**config.mk**
```make
export PLATFORM = sky130hd
export DESIGN_NAME = alu_exec_flat
export DESIGN_NICKNAME = d
export VERILOG_FILES = /design/src/rtl/alu_exec_pkg.sv /design/src/rtl/alu_exec_if.sv /design/src/rtl/alu_exec_alu181.sv /design/src/rtl/alu_exec.sv /design/src/flat_wrapper.sv
export SDC_FILE = /design/constraint.sdc
export NUM_CORES = 1
export LEC_CHECK = 0
export ABC_AREA = 0
export BUFFER_PORTS_ARGS = -buffer_cell sky130_fd_sc_hd__buf_2
export CAP_MARGIN = 10
export CORE_UTILIZATION = 55
export CTS_CLUSTER_SIZE = 30
export DETAILED_ROUTE_END_ITERATION = 10
export GPL_ROUTABILITY_DRIVEN = 0
export MAX_ROUTING_LAYER = met4
export PLACE_DENSITY = 0.91
export SYNTH_ARGS = -nofsm -noshare
export SYNTH_HDL_FRONTEND = slang
export SYNTH_SLANG_ARGS = --single-unit
```
**constraint.sdc**
```tcl
create_clock -name clk -period 5.34 [get_ports clk]
set_clock_uncertainty 0.15 [all_clocks]
set_input_delay 0.267 -clock clk [delete_from_list [all_inputs] [get_ports clk]]
set_output_delay 0.267 -clock clk [all_outputs]
set_load 0.005 [all_outputs]
```
**src/rtl/alu_exec_pkg.sv**
```systemverilog
// Shared types and constants for the 4-bit execute stage.
// State encodings, ALU mode values and the latched command record.
package alu_exec_pkg;

  typedef enum logic [1:0] {
    ST_IDLE = 2'd0,
    ST_RD   = 2'd1,
    ST_EX   = 2'd2,
    ST_WB   = 2'd3
  } state_e;

  localparam logic MODE_LOGIC = 1'b1;
  localparam logic MODE_ARITH = 1'b0;

  typedef struct packed {
    logic [3:0] sel;
    logic       mode;
    logic       cin;
    logic [3:0] raddr;
    logic [3:0] waddr;
    logic       wb_en;
  } cmd_t;

endpackage

```
**src/rtl/alu_exec_if.sv**
```systemverilog
// Command/status and register-file bus of the execute stage.
// master = sequencer + register file side, slave = alu_exec.
interface alu_exec_if;
  logic       start;
  logic [3:0] sel;
  logic       mode;
  logic       cin;
  logic [3:0] raddr;
  logic [3:0] waddr;
  logic       wb_en;
  logic [3:0] rf_dato;
  logic       rf_we;
  logic [3:0] rf_addr;
  logic [3:0] rf_dati;
  logic [3:0] acc;
  logic       cy;
  logic       zero;
  logic       busy;
  logic       done;

  modport slave (
    input  start, sel, mode, cin, raddr, waddr, wb_en, rf_dato,
    output rf_we, rf_addr, rf_dati, acc, cy, zero, busy, done
  );

  modport master (
    output start, sel, mode, cin, raddr, waddr, wb_en, rf_dato,
    input  rf_we, rf_addr, rf_dati, acc, cy, zero, busy, done
  );
endinterface

```
**src/rtl/alu_exec_alu181.sv**
```systemverilog
// 74181-style 4-bit function unit, purely combinational.
// X/Y are the generate/propagate-like terms the select lines build.
module alu181
  import alu_exec_pkg::*;
(
  input  logic [3:0] a,
  input  logic [3:0] b,
  input  logic [3:0] sel,
  input  logic       mode,
  input  logic       cin,
  output logic [3:0] f,
  output logic       cout
);

  logic [3:0] x;
  logic [3:0] y;
  logic [4:0] sum;

  always_comb begin
    x    = a | (sel[0] ? b : 4'h0) | (sel[1] ? ~b : 4'h0);
    y    = (sel[2] ? (a & ~b) : 4'h0) | (sel[3] ? (a & b) : 4'h0);
    sum  = {1'b0, x} + {1'b0, y} + {4'b0000, cin};
    f    = sum[3:0];
    cout = sum[4];
    unique case (mode)
      MODE_LOGIC: begin
        f    = ~(x ^ y);
        cout = 1'b0;
      end
      MODE_ARITH: begin
        f    = sum[3:0];
        cout = sum[4];
      end
      default: ;
    endcase
  end

endmodule

```
**src/rtl/alu_exec.sv**
```systemverilog
// Execute stage: latches a command, reads B from the register file,
// updates accumulator/flags and optionally writes the result back.
//
// state   | meaning
// --------+-----------------------------------------------------
// ST_IDLE | waiting for start
// ST_RD   | rf_addr = raddr, rf_dato captured into B at end
// ST_EX   | acc/cy/zero take the ALU result at end
// ST_WB   | rf_addr = waddr, rf_we = wb_en; may accept next start
module alu_exec
  import alu_exec_pkg::*;
(
  input  logic          clk,
  input  logic          rst,
  alu_exec_if.slave     bus
);

  state_e     state_q, state_d;
  cmd_t       cmd_q, cmd_d;
  logic [3:0] b_q, b_d;
  logic [3:0] acc_q, acc_d;
  logic       cy_q, cy_d;
  logic       zero_q, zero_d;

  logic       accept;
  cmd_t       cmd_in;
  logic [3:0] alu_f;
  logic       alu_cout;

  alu181 u_alu (
    .a    (acc_q),
    .b    (b_q),
    .sel  (cmd_q.sel),
    .mode (cmd_q.mode),
    .cin  (cmd_q.cin),
    .f    (alu_f),
    .cout (alu_cout)
  );

  always_ff @(posedge clk) begin
    if (rst) begin
      state_q <= ST_IDLE;
      cmd_q   <= '0;
      b_q     <= 4'h0;
      acc_q   <= 4'h0;
      cy_q    <= 1'b0;
      zero_q  <= 1'b0;
    end else begin
      state_q <= state_d;
      cmd_q   <= cmd_d;
      b_q     <= b_d;
      acc_q   <= acc_d;
      cy_q    <= cy_d;
      zero_q  <= zero_d;
    end
  end

  always_comb begin
    cmd_in.sel   = bus.sel;
    cmd_in.mode  = bus.mode;
    cmd_in.cin   = bus.cin;
    cmd_in.raddr = bus.raddr;
    cmd_in.waddr = bus.waddr;
    cmd_in.wb_en = bus.wb_en;
  end

  // Starts arriving in RD/EX are dropped so the latched command stays intact.
  assign accept = bus.start && ((state_q == ST_IDLE) || (state_q == ST_WB));

  always_comb begin
    state_d = state_q;
    cmd_d   = cmd_q;
    b_d     = b_q;
    acc_d   = acc_q;
    cy_d    = cy_q;
    zero_d  = zero_q;
    unique case (state_q)
      ST_IDLE: begin
        if (accept) begin
          cmd_d   = cmd_in;
          state_d = ST_RD;
        end
      end
      ST_RD: begin
        b_d     = bus.rf_dato;
        state_d = ST_EX;
      end
      ST_EX: begin
        acc_d   = alu_f;
        cy_d    = alu_cout;
        zero_d  = (alu_f == 4'h0);
        state_d = ST_WB;
      end
      ST_WB: begin
        if (accept) begin
          cmd_d   = cmd_in;
          state_d = ST_RD;
        end else begin
          state_d = ST_IDLE;
        end
      end
      default: state_d = ST_IDLE;
    endcase
  end

  assign bus.rf_addr = (state_q == ST_WB) ? cmd_q.waddr : cmd_q.raddr;
  assign bus.rf_we   = (state_q == ST_WB) && cmd_q.wb_en;
  assign bus.rf_dati = acc_q;
  assign bus.acc     = acc_q;
  assign bus.cy      = cy_q;
  assign bus.zero    = zero_q;
  assign bus.busy    = (state_q != ST_IDLE);
  assign bus.done    = (state_q == ST_WB);

endmodule

```
**src/flat_wrapper.sv**
```systemverilog
// flat-port wrapper written by rule: the top's interface ports become plain ports
module alu_exec_flat import alu_exec_pkg::*;
  (clk, rst, bus_start, bus_sel, bus_mode, bus_cin, bus_raddr, bus_waddr, bus_wb_en, bus_rf_dato, bus_rf_we, bus_rf_addr, bus_rf_dati, bus_acc, bus_cy, bus_zero, bus_busy, bus_done);
  alu_exec_if bus_i ();
  input  logic clk;
  input  logic rst;
  input wire logic [$bits(bus_i.start)-1:0] bus_start;
  input wire logic [$bits(bus_i.sel)-1:0] bus_sel;
  input wire logic [$bits(bus_i.mode)-1:0] bus_mode;
  input wire logic [$bits(bus_i.cin)-1:0] bus_cin;
  input wire logic [$bits(bus_i.raddr)-1:0] bus_raddr;
  input wire logic [$bits(bus_i.waddr)-1:0] bus_waddr;
  input wire logic [$bits(bus_i.wb_en)-1:0] bus_wb_en;
  input wire logic [$bits(bus_i.rf_dato)-1:0] bus_rf_dato;
  output wire logic [$bits(bus_i.rf_we)-1:0] bus_rf_we;
  output wire logic [$bits(bus_i.rf_addr)-1:0] bus_rf_addr;
  output wire logic [$bits(bus_i.rf_dati)-1:0] bus_rf_dati;
  output wire logic [$bits(bus_i.acc)-1:0] bus_acc;
  output wire logic [$bits(bus_i.cy)-1:0] bus_cy;
  output wire logic [$bits(bus_i.zero)-1:0] bus_zero;
  output wire logic [$bits(bus_i.busy)-1:0] bus_busy;
  output wire logic [$bits(bus_i.done)-1:0] bus_done;
  assign bus_i.start = bus_start;
  assign bus_i.sel = bus_sel;
  assign bus_i.mode = bus_mode;
  assign bus_i.cin = bus_cin;
  assign bus_i.raddr = bus_raddr;
  assign bus_i.waddr = bus_waddr;
  assign bus_i.wb_en = bus_wb_en;
  assign bus_i.rf_dato = bus_rf_dato;
  assign bus_rf_we = bus_i.rf_we;
  assign bus_rf_addr = bus_i.rf_addr;
  assign bus_rf_dati = bus_i.rf_dati;
  assign bus_acc = bus_i.acc;
  assign bus_cy = bus_i.cy;
  assign bus_zero = bus_i.zero;
  assign bus_busy = bus_i.busy;
  assign bus_done = bus_i.done;
  alu_exec u_core (.clk(clk), .rst(rst), .bus(bus_i));
endmodule
```
==> Word level (Yosys, flattened, before mapping) <==
Index checks and enable logic that the tools add are counted.
{ "totals": {"reg_bits": 27, "output_inout_bits": 17, "in_bits": 22, "word_cells": 44} }
{ "op_classes": {"n_mux": 10, "eq_ne": 4, "add_sub_neg": 2, "n_reduce_logical": 8, "n_bitwise": 9} }
{ "op_table": {"columns": ["cell", "n"], "rows": [
  ["2-to-1 mux 4 bit", 5],
  ["bitwise OR 4 bit", 3],
  ["AND 4 bit", 2],
  ["inverter 4 bit", 2],
  ["one-hot mux 2 bit (4 select lines)", 1],
  ["one-hot mux 4 bit (2 select lines)", 1],
  ["adder 4 x 4 -> 5 bit", 1],
  ["adder 5 x 1 -> 5 bit", 1],
  ["equality test 2 bit (second input constant)", 2],
  ["logical NOT 4 bit", 1],
  ["XOR 4 bit", 1],
  ["equality test 2 x 1 -> 1 bit (second input constant)", 1],
  ["logical AND 1 bit", 2],
  ["logical NOT 2 bit", 1],
  ["2-to-1 mux 2 bit", 1],
  ["!= test 2 x 1 -> 1 bit (second input constant)", 1],
  ["one-hot mux 1 bit (2 select lines)", 1],
  ["AND reduction 2 bit", 1],
  ["nonzero test 2 bit", 1],
  ["OR reduction 2 bit", 1],
  ["logical OR 1 bit", 1],
  ["2-to-1 mux 1 bit", 1],
  ["inverter 1 bit", 1]
]} }

==> Depth between registers and ports, before layout <==
Gate-level depths: netlist of the first run.
{ "logic_depth": {"depth_word": 8, "depth_mapped": 10, "depth_no_buf": 10} }

==> Cells and area by module <==
A second synthesis of the first run with hierarchy kept.
{ "unflattened": {"hier_cells": 167, "hier_area_um2": 1506.4} }
{ "by_module_without_submodules": {"columns": ["mod", "area_per_inst_um2", "n_inst", "cells_each", "seq_area_each_um2"], "rows": [
  ["alu_exec", 1199.9, 1, 130, 540.5],
  ["alu181", 306.5, 1, 37, 0.0]
]} }

==> Worst setup path after synthesis of the first run <==
Ideal clock, no wire load.
{ "synth_timing": {"path_kind": "reg-to-reg", "startpoint": "register u_core.b_q[0]", "endpoint": "register u_core.zero_q (netlist: u_core.bus.zero)", "synth_period_minus_slack_ns": 2.246, "path_slack_ns": 3.094, "t_arrival_ns": 1.981, "setup_time_ns": 0.116, "n_path_buf": 0, "required_time_ns": 5.074, "path_stages_with_launch": 11, "path_cell_list": "dfxtp_1 -> mux2_2 -> and2_1 -> inv_1 -> fa_1 -> inv_1 -> fa_1 -> nor2_1 -> xnor2_1 -> nor2_1 -> a31o_1"} }
{ "synth_between": {"elab_chain_len": 8, "word_cells_on_any_way": 16, "cone_classes": "2 x add/sub; 5 x mux; 8 x bitwise; 1 x reduce/logical"} }
{ "synth_rtl": {"columns": ["element", "line", "rtl"], "rows": [
  ["from (decl)", "alu_exec.sv:20", "logic [3:0] b_q, b_d;"],
  ["from (signal assigned)", "alu_exec.sv:44", "b_q <= 4'h0;"],
  ["from (signal assigned)", "alu_exec.sv:51", "b_q <= b_d;"],
  ["inverter 4 bit", "alu_exec_alu181.sv:20, alu_exec_alu181.sv:21", null],
  ["AND 4 bit", "alu_exec_alu181.sv:21", "y = (sel[2] ? (a & ~b) : 4'h0) | (sel[3] ? (a & b) : 4'h0);"],
  ["2-to-1 mux 4 bit", "alu_exec_alu181.sv:21", null],
  ["bitwise OR 4 bit", "alu_exec_alu181.sv:21", null],
  ["adder 4 x 4 -> 5 bit / XOR 4 bit (equally long branches)", "alu_exec_alu181.sv:22, alu_exec_alu181.sv:27", null],
  ["adder 5 x 1 -> 5 bit / inverter 4 bit (equally long branches)", "alu_exec_alu181.sv:22, alu_exec_alu181.sv:27", null],
  ["one-hot mux 4 bit (2 select lines) *", "alu_exec_alu181.sv:25", "unique case (mode)"],
  ["logical NOT 4 bit *", "alu_exec.sv:91", "zero_d = (alu_f == 4'h0);"],
  ["to (signal assigned)", "alu_exec.sv:54", "zero_q <= zero_d;"],
  ["to (decl)", "alu_exec.sv:23", "logic zero_q, zero_d;"]
]} }
Every way passes the cells marked *; elsewhere a longest branch is shown, timed or not.
A chain may end at the register's enable or synchronous reset.

==> Final worst setup path of the first run <==
Same ends and word-level chain as after synthesis.

==> impl_metrics.py, run 1 <==
metrics = {
    "clocking": {
        "numCtsBuffers": 3,
        "post_cts_buffers": 0,
        "clock_latency_ns": 0.32,
        "h-tree-depth": 1,
        "cts_tree": "done",
        "ctsRootBufferMaster": "clkbuf_4",
        "cts-resized-gates": 0,
        "ctsHoldBuffers": 0,
        "cts.path.max_buffers": 2,
        "cts_num_sinks": 27,
        "clkTransAtPathRegs_ns": 0.14,
    },
    "global_route": {
        "antenna_found_initial": 0,
        "grt_max_degree": 29,
        "first_global_vias": 1054,
        "gr-total-overflow": 0,
        "grt_use_total": 0.214,
        "grt_pass1_wl_um": 4290,
    },
    "job": {
        "cap_violations": 0,
    },
    "logic_synthesis": {
        "synth_top_area_frac": 0.377,
        "synth.distinct_cells": 29,
        "synth_seq_cells": 27,
        "synth.yosys.seq_area_share": 0.377,
        "synth_nets": 202,
        "synth.area.top_cells": "dfxtp_1 38%, nand2_1 8.1%, a21oi_1 7.0%, ha_1 7.0%, mux2i_1 6.3%",
        "avgSynthCellArea_um2": 8.44,
        "ys_warn_count": 0,
        "synth_area_um2": 1440,
        "post-synth-top-area-cell": "dfxtp_1",
        "synth_cells": 170,
    },
    "status": {
        "status": "completed",
    },
    "floorplan": {
        "io_pins": 39,
        "die_y_um": 53.1,
        "core_area_um2": 2480,
        "num_rows": 18,
        "die_area_um2": 2820,
        "die-width_um": 53.1,
        "initial_core_util": 0.579,
    },
    "worst_setup_path": {
        "crit_family": "adder cells",
        "critPathSlowestCell": "dfxtp_1",
        "max_stage_delay_ns": 0.40,
        "crit_end": "u_core.bus.zero",
        "cp.required_ns": 5.42,
        "start_kind": "flop",
        "timing_worst_setup_path_type": "reg -> reg",
        "rr_startpoint": "u_core.b_q[0]",
        "path_cells": "mux2_2 -> and2_1 -> inv_1 -> fa_1 -> inv_1 -> fa_1 -> nor2_1 -> xnor2_1 -> nor2_1 -> a31o_1",
        "crit_buf_inv": 2,
        "startpoint": "u_core.b_q[0]",
        "arrival_ns": 2.46,
        "r2r_setup_slack_ns": 2.95,
        "path_max_fanout": 4,
        "cp.depth": 10,
        "r2r_cells": 10,
        "r2r-end": "u_core.bus.zero",
        "endpoint_kind": "flop",
    },
    "final_layout": {
        "diodes": 0,
        "final_common_cell": "buf_2",
        "syn2layout_area_growth_pct": 13.6,
        "final_cell_mix": "38 x buf_2, 31 x nand2_1, 27 x dfxtp_1, 20 x a21oi_1, 13 x nor2_1",
        "nNetsFinal": 234,
        "drive_gt1_frac": 0.234,
        "n_fill_cell": 227,
    },
    "sta": {
        "max_freq_ghz": 0.419,
        "drv_slew": 0,
        "fin_crit_ns": 2.39,
        "grt_setup_unrepaired": "false",
        "finalSetupTns_ns": 0,
        "final_hold_viol_count": 0,
        "setup_ws_ns": 2.95,
        "slew_headroom": 0.349,
        "tightest_slew_ns": 0.973,
        "setup_viol": 0,
        "period_share": 0.447,
    },
    "route": {
        "route.detailed.drc": 0,
        "wl_per_cell_um": 11.6,
        "drt_iter0_markers": 12,
        "first_pass_iters": 4,
        "totalWireLength_um": 2680,
        "vias_per_cell": 5.16,
        "vias": 1193,
        "ant_nets": 0,
    },
    "placement": {
        "pre_cts_ws_ns": 2.97,
        "hpwl_um": 2020,
        "numPortBuffers": 38,
    },
    "power": {
        "power_leakage_nw": 0.783,
        "ir_worst_vdd_v": 0.000254,
        "power_density_nw_per_um2": 399,
    },
    "min_path": {
        "hp-class": "in -> reg",
    },
}
[cell usage after synthesis]
master and count:
nand2_1 31, dfxtp_1 27, a21oi_1 20, nor2_1 13, inv_1 9, mux2i_1 9
ha_1 8, nor2b_1 8, nand2b_1 6, mux2_2 5, a211o_1 4, buf_4 4
clkbuf_1 4, a211oi_1 2, and2_1 2, buf_1 2, fa_1 2, nand3_1 2
o22ai_1 2, a21o_1 1, a221oi_1 1, a31o_1 1, a31oi_2 1, buf_2 1
buf_6 1, nor3b_1 1, o21ai_0 1, xnor2_1 1, xor2_1 1
[kinds of logic (layout without fill, tap and decap cells)]
group                    Yosys count  in the layout  share of synthesized area
AO/OA/AOI/OAI                     33             33                      0.143
XOR/XNOR                           2              2                     0.0122
adder cells (fa/ha/maj)           10             10                     0.0976
buffers and inverters             21             52                     0.0715
flip-flops                        27             27                      0.377
multiplexers                      14             14                      0.102
AND/OR/NAND/NOR                   63             63                      0.197
[cell type report]
cell class              instances  area, µm²  area share
multi-input cells             122        792       0.486
flip-flops and latches         27        541       0.332
repair buffers                 39        200       0.123
well taps                      30       37.5      0.0230
inverters                       9       33.8      0.0207
clock buffers                   4       26.3      0.0161
[metrics by stage]
step | total power, mW | hold slack, ns | area [µm²] | cells | utilization
global route | 0.709 | 0.00639 | 1630 | 231 | 0.658
detailed placement | 0.569 | 0.294 | 1590 | 226 | 0.643
finish | 0.651 | 0.0216 | 1630 | 231 | 0.658
CTS | 0.656 | 0.00565 | 1620 | 230 | 0.654
floorplan | 0.506 | 0.253 | 1440 | 170 | -
global placement | 0.560 | 0.289 | 1590 | 226 | 0.643
[worst min path at each step]
stage	cells past startpoint	slack (ns)	end	startpoint
floorplan	2	0.25	u_core.cmd_q[0]	bus_wb_en
global placement	2	0.29	u_core.cmd_q[0]	u_core.cmd_q[0]
detailed placement	2	0.29	u_core.cmd_q[0]	u_core.cmd_q[0]
CTS	3	0.006	u_core.cmd_q[6]	bus_raddr[1]
global route	3	0.006	u_core.cmd_q[12]	bus_sel[1]
finish	3	0.02	u_core.cmd_q[0]	bus_wb_en
[worst register-to-register path, delay by kind of cell, from the launching register on]
kind | cells | cell delay (ns)
compound gates | 1 | 0.20
mux | 1 | 0.35
fa+ha+maj | 2 | 0.55
flops | 1 | 0.40
xor+xnor | 1 | 0.15
simple gates | 3 | 0.36
buf+inv | 2 | 0.14
[sequential cells by signal, summed over array words and instances (netlist names)]
name	cells
u_core.b_q	4
u_core.bus.acc	4
u_core.cmd_q	15
u_core.bus.cy	1
u_core.bus.zero	1
u_core.state_q	2
[metal layers]
layer  part of all wire  GRT usage  vias up
li1                   -          -      626
met3              0.029     0.0345        2
met2               0.49      0.382       24
met4             0.0056     0.0789        0
met1               0.47      0.239      541
met5                  0          -        -
[where the power goes]
group	internal, mW	switching, mW
combinational	0.128	0.151
clock	0.0292	0.0569
sequential	0.246	0.0398
total	0.403	0.248
No activity file was read; power rests on OpenSTA's default activity.
==> run 2: changes to the inputs <==
Settings changed: ABC_AREA 0 to 1, CORE_UTILIZATION 55 to 51, PLACE_DENSITY 0.91 to 0.86.
Clock period 5.34 ns to 2.2 ns, I/O delays scaled along.
==> impl_metrics.py, run 2 <==
metrics = {
    "worst_setup_path": {
        "startpoint": "u_core.b_q[0]",
        "crit_buf_inv": 2,
        "arrival_ns": 2.36,
        "crit_family": "adder cells",
        "endpoint_kind": "flop",
        "cp.required_ns": 2.33,
        "cp.depth": 11,
        "path_max_fanout": 4,
        "r2r_setup_slack_ns": -0.03,
        "critPathSlowestCell": "fa_1",
        "crit_end": "u_core.bus.zero",
        "timing_worst_setup_path_type": "reg -> reg",
        "rr_startpoint": "u_core.b_q[0]",
        "path_cells": "nor2_2 -> nor3_4 -> inv_2 -> fa_2 -> inv_2 -> fa_1 -> o21ai_2 -> nand2_1 -> nor2_1 -> nand3_1 -> a21oi_2",
        "cpMostUsedCell": "inv_2",
        "r2r_cells": 11,
        "r2r-end": "u_core.bus.zero",
        "start_kind": "flop",
        "max_stage_delay_ns": 0.42,
    },
    "sta": {
        "max_freq_ghz": 0.448,
        "grt_setup_unrepaired": "true",
        "setup_ws_ns": -0.0340,
        "finalSetupTns_ns": -0.0340,
        "slew_headroom": 0.607,
        "final_hold_viol_count": 0,
        "tightest_slew_ns": 0.589,
        "setup_viol": 1,
        "fin_crit_ns": 2.23,
        "whs_ns": 0.324,
        "drv_slew": 0,
        "period_share": 1.02,
    },
    "logic_synthesis": {
        "synth_top_area_frac": 0.384,
        "synth_area_um2": 1410,
        "synth-async-reset-ratio": 0,
        "post-synth-top-area-cell": "dfxtp_1",
        "synth_seq_cells": 27,
        "synth.most_common_cell": "o21ai_0",
        "synth.distinct_cells": 22,
        "avgSynthCellArea_um2": 7.29,
        "ys_warn_count": 0,
        "synth_nets": 225,
        "synthTopCellsByCount": "34 x o21ai_0, 33 x nor2_1, 27 x dfxtp_1",
        "synth_cells": 193,
        "synth_flop_cell": "dfxtp_1",
        "synth.area.top_cells": "dfxtp_1 38%, o21ai_0 12%, nor2_1 8.8%, ha_1 7.1%, inv_1 6.9%",
        "synth.yosys.seq_area_share": 0.384,
        "synth_edf_count": 0,
    },
    "route": {
        "route.detailed.drc": 0,
        "totalWireLength_um": 3500,
        "first_pass_iters": 4,
        "wl_per_cell_um": 12.4,
        "vias": 1446,
        "vias_per_cell": 5.11,
        "drt_iter0_markers": 40,
        "ant_nets": 0,
    },
    "floorplan": {
        "io_pins": 39,
        "num_rows": 18,
        "initial_core_util": 0.553,
        "die_y_um": 54.5,
        "die_area_um2": 2970,
        "die-width_um": 54.5,
        "core_area_um2": 2540,
    },
    "power": {
        "power_density_nw_per_um2": 934,
        "total_power_mw": 1.75,
        "ir_worst_vdd_v": 0.000795,
        "power_leakage_nw": 0.905,
    },
    "clocking": {
        "cts.path.max_buffers": 2,
        "ctsRootBufferMaster": "clkbuf_4",
        "clock_latency_ns": 0.33,
        "numCtsBuffers": 3,
        "cts_tree": "done",
        "cts_num_sinks": 27,
        "clkTransAtPathRegs_ns": 0.14,
        "h-tree-depth": 1,
        "post_cts_buffers": 0,
    },
    "job": {
        "cap_violations": 0,
    },
    "final_layout": {
        "nNetsFinal": 286,
        "final_common_cell": "buf_2",
        "multiInputGateArea_um2": 711,
        "diodes": 0,
        "fin_util": 0.736,
        "stdcell_count": 283,
        "largest_register_ffs": 15,
        "largest-register": "u_core.cmd_q",
        "syn2layout_area_growth_pct": 33.2,
        "seq_area_um2": 544,
        "drive_gt1_frac": 0.253,
        "final_cell_mix": "38 x buf_2, 33 x o21ai_0, 31 x nor2_1, 24 x dfxtp_1",
        "n_fill_cell": 192,
    },
    "placement": {
        "place_inst": 258,
        "hpwl_um": 2280,
        "numPortBuffers": 38,
    },
    "status": {
        "violations": "negative setup slack",
        "status": "finished with violations",
    },
    "global_route": {
        "antenna_found_initial": 0,
        "grt_use_total": 0.287,
        "grt_pass1_wl_um": 5780,
        "gr-total-overflow": 0,
        "first_global_vias": 1411,
        "grt_max_degree": 24,
    },
    "min_path": {
        "hp-class": "reg -> reg",
    },
}
==> run 2: cell types whose count changed in the layout (fill, tap and decap cells not counted), sizes merged, moves of 4 or more <==
| cell | change |
|---|---|
| nand3 | +4 |
| nor2 | +21 |
| mux2i | -9 |
| buf | +7 |
| a211o | -4 |
| nand2b | -6 |
| dlygate4sd3 | +20 |
| nand2 | -10 |
| o21ai | +33 |
| nor2b | -8 |
| inv | +18 |
| mux2 | -5 |
==> run 2: worst min-delay path by stage <==
stage | from | endpoint | slack, ns | cells after the start
6_report | u_core.cmd_q[8] | u_core.cmd_q[8] | 0.32 | 2
5_1_grt | u_core.cmd_q[8] | u_core.cmd_q[8] | 0.36 | 2
4_1_cts | u_core.cmd_q[8] | u_core.cmd_q[8] | 0.32 | 2
3_5_place_dp | bus_sel[2] | u_core.cmd_q[13] | 0.19 | 3
3_3_place_gp | bus_waddr[2] | u_core.cmd_q[3] | 0.18 | 3
2_1_floorplan | rst | u_core.bus.zero | 0.02 | 1
==> run 2: what timing repair did <==
item | CTS | global route
endpoints found under the setup margin | 1 | 1
endpoints found under the hold margin | 24 | 0
hold buffers | 21 | 0
gates resized for setup | 6 | 7
pin swaps | 2 | 6
==> run 2: stage by stage <==
step | worst slack [ns] | cell area, µm²
2_1_floorplan | 0.00917 | 1410
3_3_place_gp | -0.0218 | 1620
3_5_place_dp | -0.113 | 1620
4_1_cts | -0.0998 | 1860
5_1_grt | -0.143 | 1870
6_report | -0.0340 | 1870
==> run 2: final cells by class <==
cell class,count,share of cell area
sequential,27,0.291
multi-input combinational,129,0.379
tap,30,0.0200
clock buffer,4,0.0140
inverter,27,0.0541
timing repair buffer,66,0.242
==> run 2: power breakdown <==
part           switching [mW]  internal (mW)  total [mW]  leakage [nW]
clock                   0.147         0.0711       0.218        0.0150
sequential             0.0994          0.624       0.724         0.224
combinational           0.470          0.337       0.807         0.666
total                   0.716           1.03        1.75         0.905
==> run 2: worst register-to-register path: stages, from the launching register on <==
cell     delay, ns
dfxtp_2       0.39
nor2_2        0.06
nor3_4        0.19
inv_2         0.06
fa_2          0.35
inv_2         0.07
fa_1          0.42
o21ai_2       0.14
nand2_1       0.07
nor2_1        0.08
nand3_1       0.09
a21oi_2       0.11
==> run 2: cell families after synthesis <==
kind of cell	after synthesis	synth area share
AND/OR/NAND/NOR	62	0.177
AO/OA/AOI/OAI	56	0.206
buffers and inverters	37	0.126
flip-flops	27	0.384
adder cells (fa/ha/maj)	10	0.0996
XOR/XNOR	1	0.00623
==> run 2: metal layers <==
metal	vias up	share of wire	track usage
met5	-	0	-
met4	0	0.015	0.124
met3	8	0.037	0.0528
met1	656	0.43	0.308
li1	736	-	-
met2	46	0.52	0.512
==> run 3: changes to the inputs <==
Settings changed: SKIP_CTS_REPAIR_TIMING set to 1.
==> impl_metrics.py, run 3 (same netlist as run 2, synthesis figures left out) <==
metrics = {
    "placement": {
        "hpwl_um": 2280,
        "place_inst": 258,
        "pre_cts_ws_ns": -0.113,
        "numPortBuffers": 38,
    },
    "clocking": {
        "cts.path.max_buffers": 2,
        "cts_tree": "done",
        "numCtsBuffers": 3,
        "clkTransAtPathRegs_ns": 0.14,
        "h-tree-depth": 1,
        "ctsRootBufferMaster": "clkbuf_4",
        "cts_num_sinks": 27,
        "clock_latency_ns": 0.33,
    },
    "final_layout": {
        "stdcell_count": 282,
        "n_fill_cell": 198,
        "largest_register_ffs": 15,
        "drive_gt1_frac": 0.238,
        "largest-register": "u_core.cmd_q",
        "syn2layout_area_growth_pct": 32.6,
        "diodes": 0,
        "fin_util": 0.733,
        "final_cell_mix": "38 x buf_2, 33 x o21ai_0, 32 x nor2_1, 25 x dfxtp_1, 23 x inv_1",
        "final_common_cell": "buf_2",
        "nNetsFinal": 285,
    },
    "route": {
        "first_pass_iters": 4,
        "wl_met2_um": 1820,
        "vias": 1447,
        "totalWireLength_um": 3530,
        "drt_iter0_markers": 32,
        "wl_met3_um": 147,
        "vias_per_cell": 5.13,
        "met1_length_um": 1520,
        "ant_nets": 0,
        "top_layer": "met4",
        "route.detailed.drc": 0,
        "wl_per_cell_um": 12.5,
    },
    "floorplan": {
        "num_rows": 18,
        "initial_core_util": 0.553,
        "die-width_um": 54.5,
        "io_pins": 39,
        "die_y_um": 54.5,
        "core_area_um2": 2540,
        "die_area_um2": 2970,
    },
    "worst_setup_path": {
        "rr_startpoint": "u_core.b_q[0]",
        "endpoint_kind": "flop",
        "arrival_ns": 2.46,
        "timing_worst_setup_path_type": "reg -> reg",
        "cp.required_ns": 2.33,
        "r2r_cells": 12,
        "start_kind": "flop",
        "startpoint": "u_core.b_q[0]",
        "r2r_setup_slack_ns": -0.13,
        "r2r-end": "u_core.bus.zero",
        "path_max_fanout": 4,
    },
    "job": {
        "cap_violations": 0,
    },
    "sta": {
        "tightest_slew_ns": 0.569,
        "max_freq_ghz": 0.430,
        "fin_crit_ns": 2.33,
        "slew_headroom": 0.620,
        "period_share": 1.06,
        "setup_viol": 1,
        "whs_ns": -0.153,
        "final_hold_viol_count": 4,
        "setup_ws_ns": -0.126,
        "grt_setup_unrepaired": "true",
        "drv_slew": 0,
        "finalSetupTns_ns": -0.126,
    },
    "min_path": {
        "whs_path_depth": 2,
        "hp-class": "in -> reg",
        "min_to": "u_core.bus.zero",
        "hold_start": "rst",
    },
    "power": {
        "clock_power_share": 0.125,
        "power_density_nw_per_um2": 944,
        "power_leakage_nw": 0.901,
        "total_power_mw": 1.76,
        "ir_worst_vdd_v": 0.000804,
        "comb_power_share": 0.466,
        "seq_power_share": 0.409,
        "swShare": 0.412,
        "power_switching_mw": 0.726,
        "internal_power_mw": 1.03,
    },
    "global_route": {
        "grt_max_degree": 24,
        "gr-total-overflow": 0,
        "first_global_vias": 1260,
        "grt_use_total": 0.247,
        "grt_pass1_wl_um": 5060,
        "antenna_found_initial": 0,
    },
    "status": {
        "status": "finished with violations",
        "violations": "negative hold slack, negative setup slack",
    },
}
[run 3: per-layer routing]
metal	up-vias	GRT usage
li1	734	-
met1	662	0.285
met2	43	0.419
met3	8	0.0556
met4	0	0.0897
met5	-	-
[run 3: final cells by class]
class                           count  area (µm²)  share of cell area
Clock buffer                        4        26.3              0.0141
Inverter                           27         101              0.0544
Multi-Input combinational cell    129         713               0.383
Sequential cell                    27         543               0.291
Tap cell                           30        37.5              0.0201
Timing Repair Buffer               65         443               0.238
[run 3: power groups by stage]
| stage | sequential (mW) | combinational, mW | clock, mW |
|---|---|---|---|
| final | 0.720 | 0.820 | 0.221 |
| after global routing | 0.737 | 0.930 | 0.238 |
| after CTS | 0.709 | 0.749 | 0.221 |
| after detailed placement | 0.722 | 0.744 | 0 |
| after global placement | 0.713 | 0.716 | 0 |
| after floorplan | 0.708 | 0.533 | 0 |
[run 3: worst max path at each step]
stage	slack [ns]	endpoint
2_1_floorplan	0.009	u_core.bus.zero
3_3_place_gp	-0.02	u_core.bus.zero
3_5_place_dp	-0.11	u_core.bus.zero
4_1_cts	-0.15	u_core.bus.zero
5_1_grt	-0.23	u_core.bus.zero
6_report	-0.13	u_core.bus.zero
[run 3: worst max-delay path: stages (launching register included)]
cell and delay (ns):
dfxtp_2 0.36, inv_2 0.08, nor2_4 0.04, nor3_4 0.20
inv_2 0.06, fa_2 0.35, inv_2 0.07, fa_1 0.43
o21ai_2 0.16, nand2_1 0.06, nor2_1 0.08, nand3_1 0.09
a21oi_2 0.13
[run 3: stage by stage]
stage,hold WS [ns],cell area (µm²)
floorplan,0.0224,1410
global placement,0.182,1620
detailed placement,0.188,1620
CTS,-0.159,1640
global route,-0.156,1860
finish,-0.153,1860
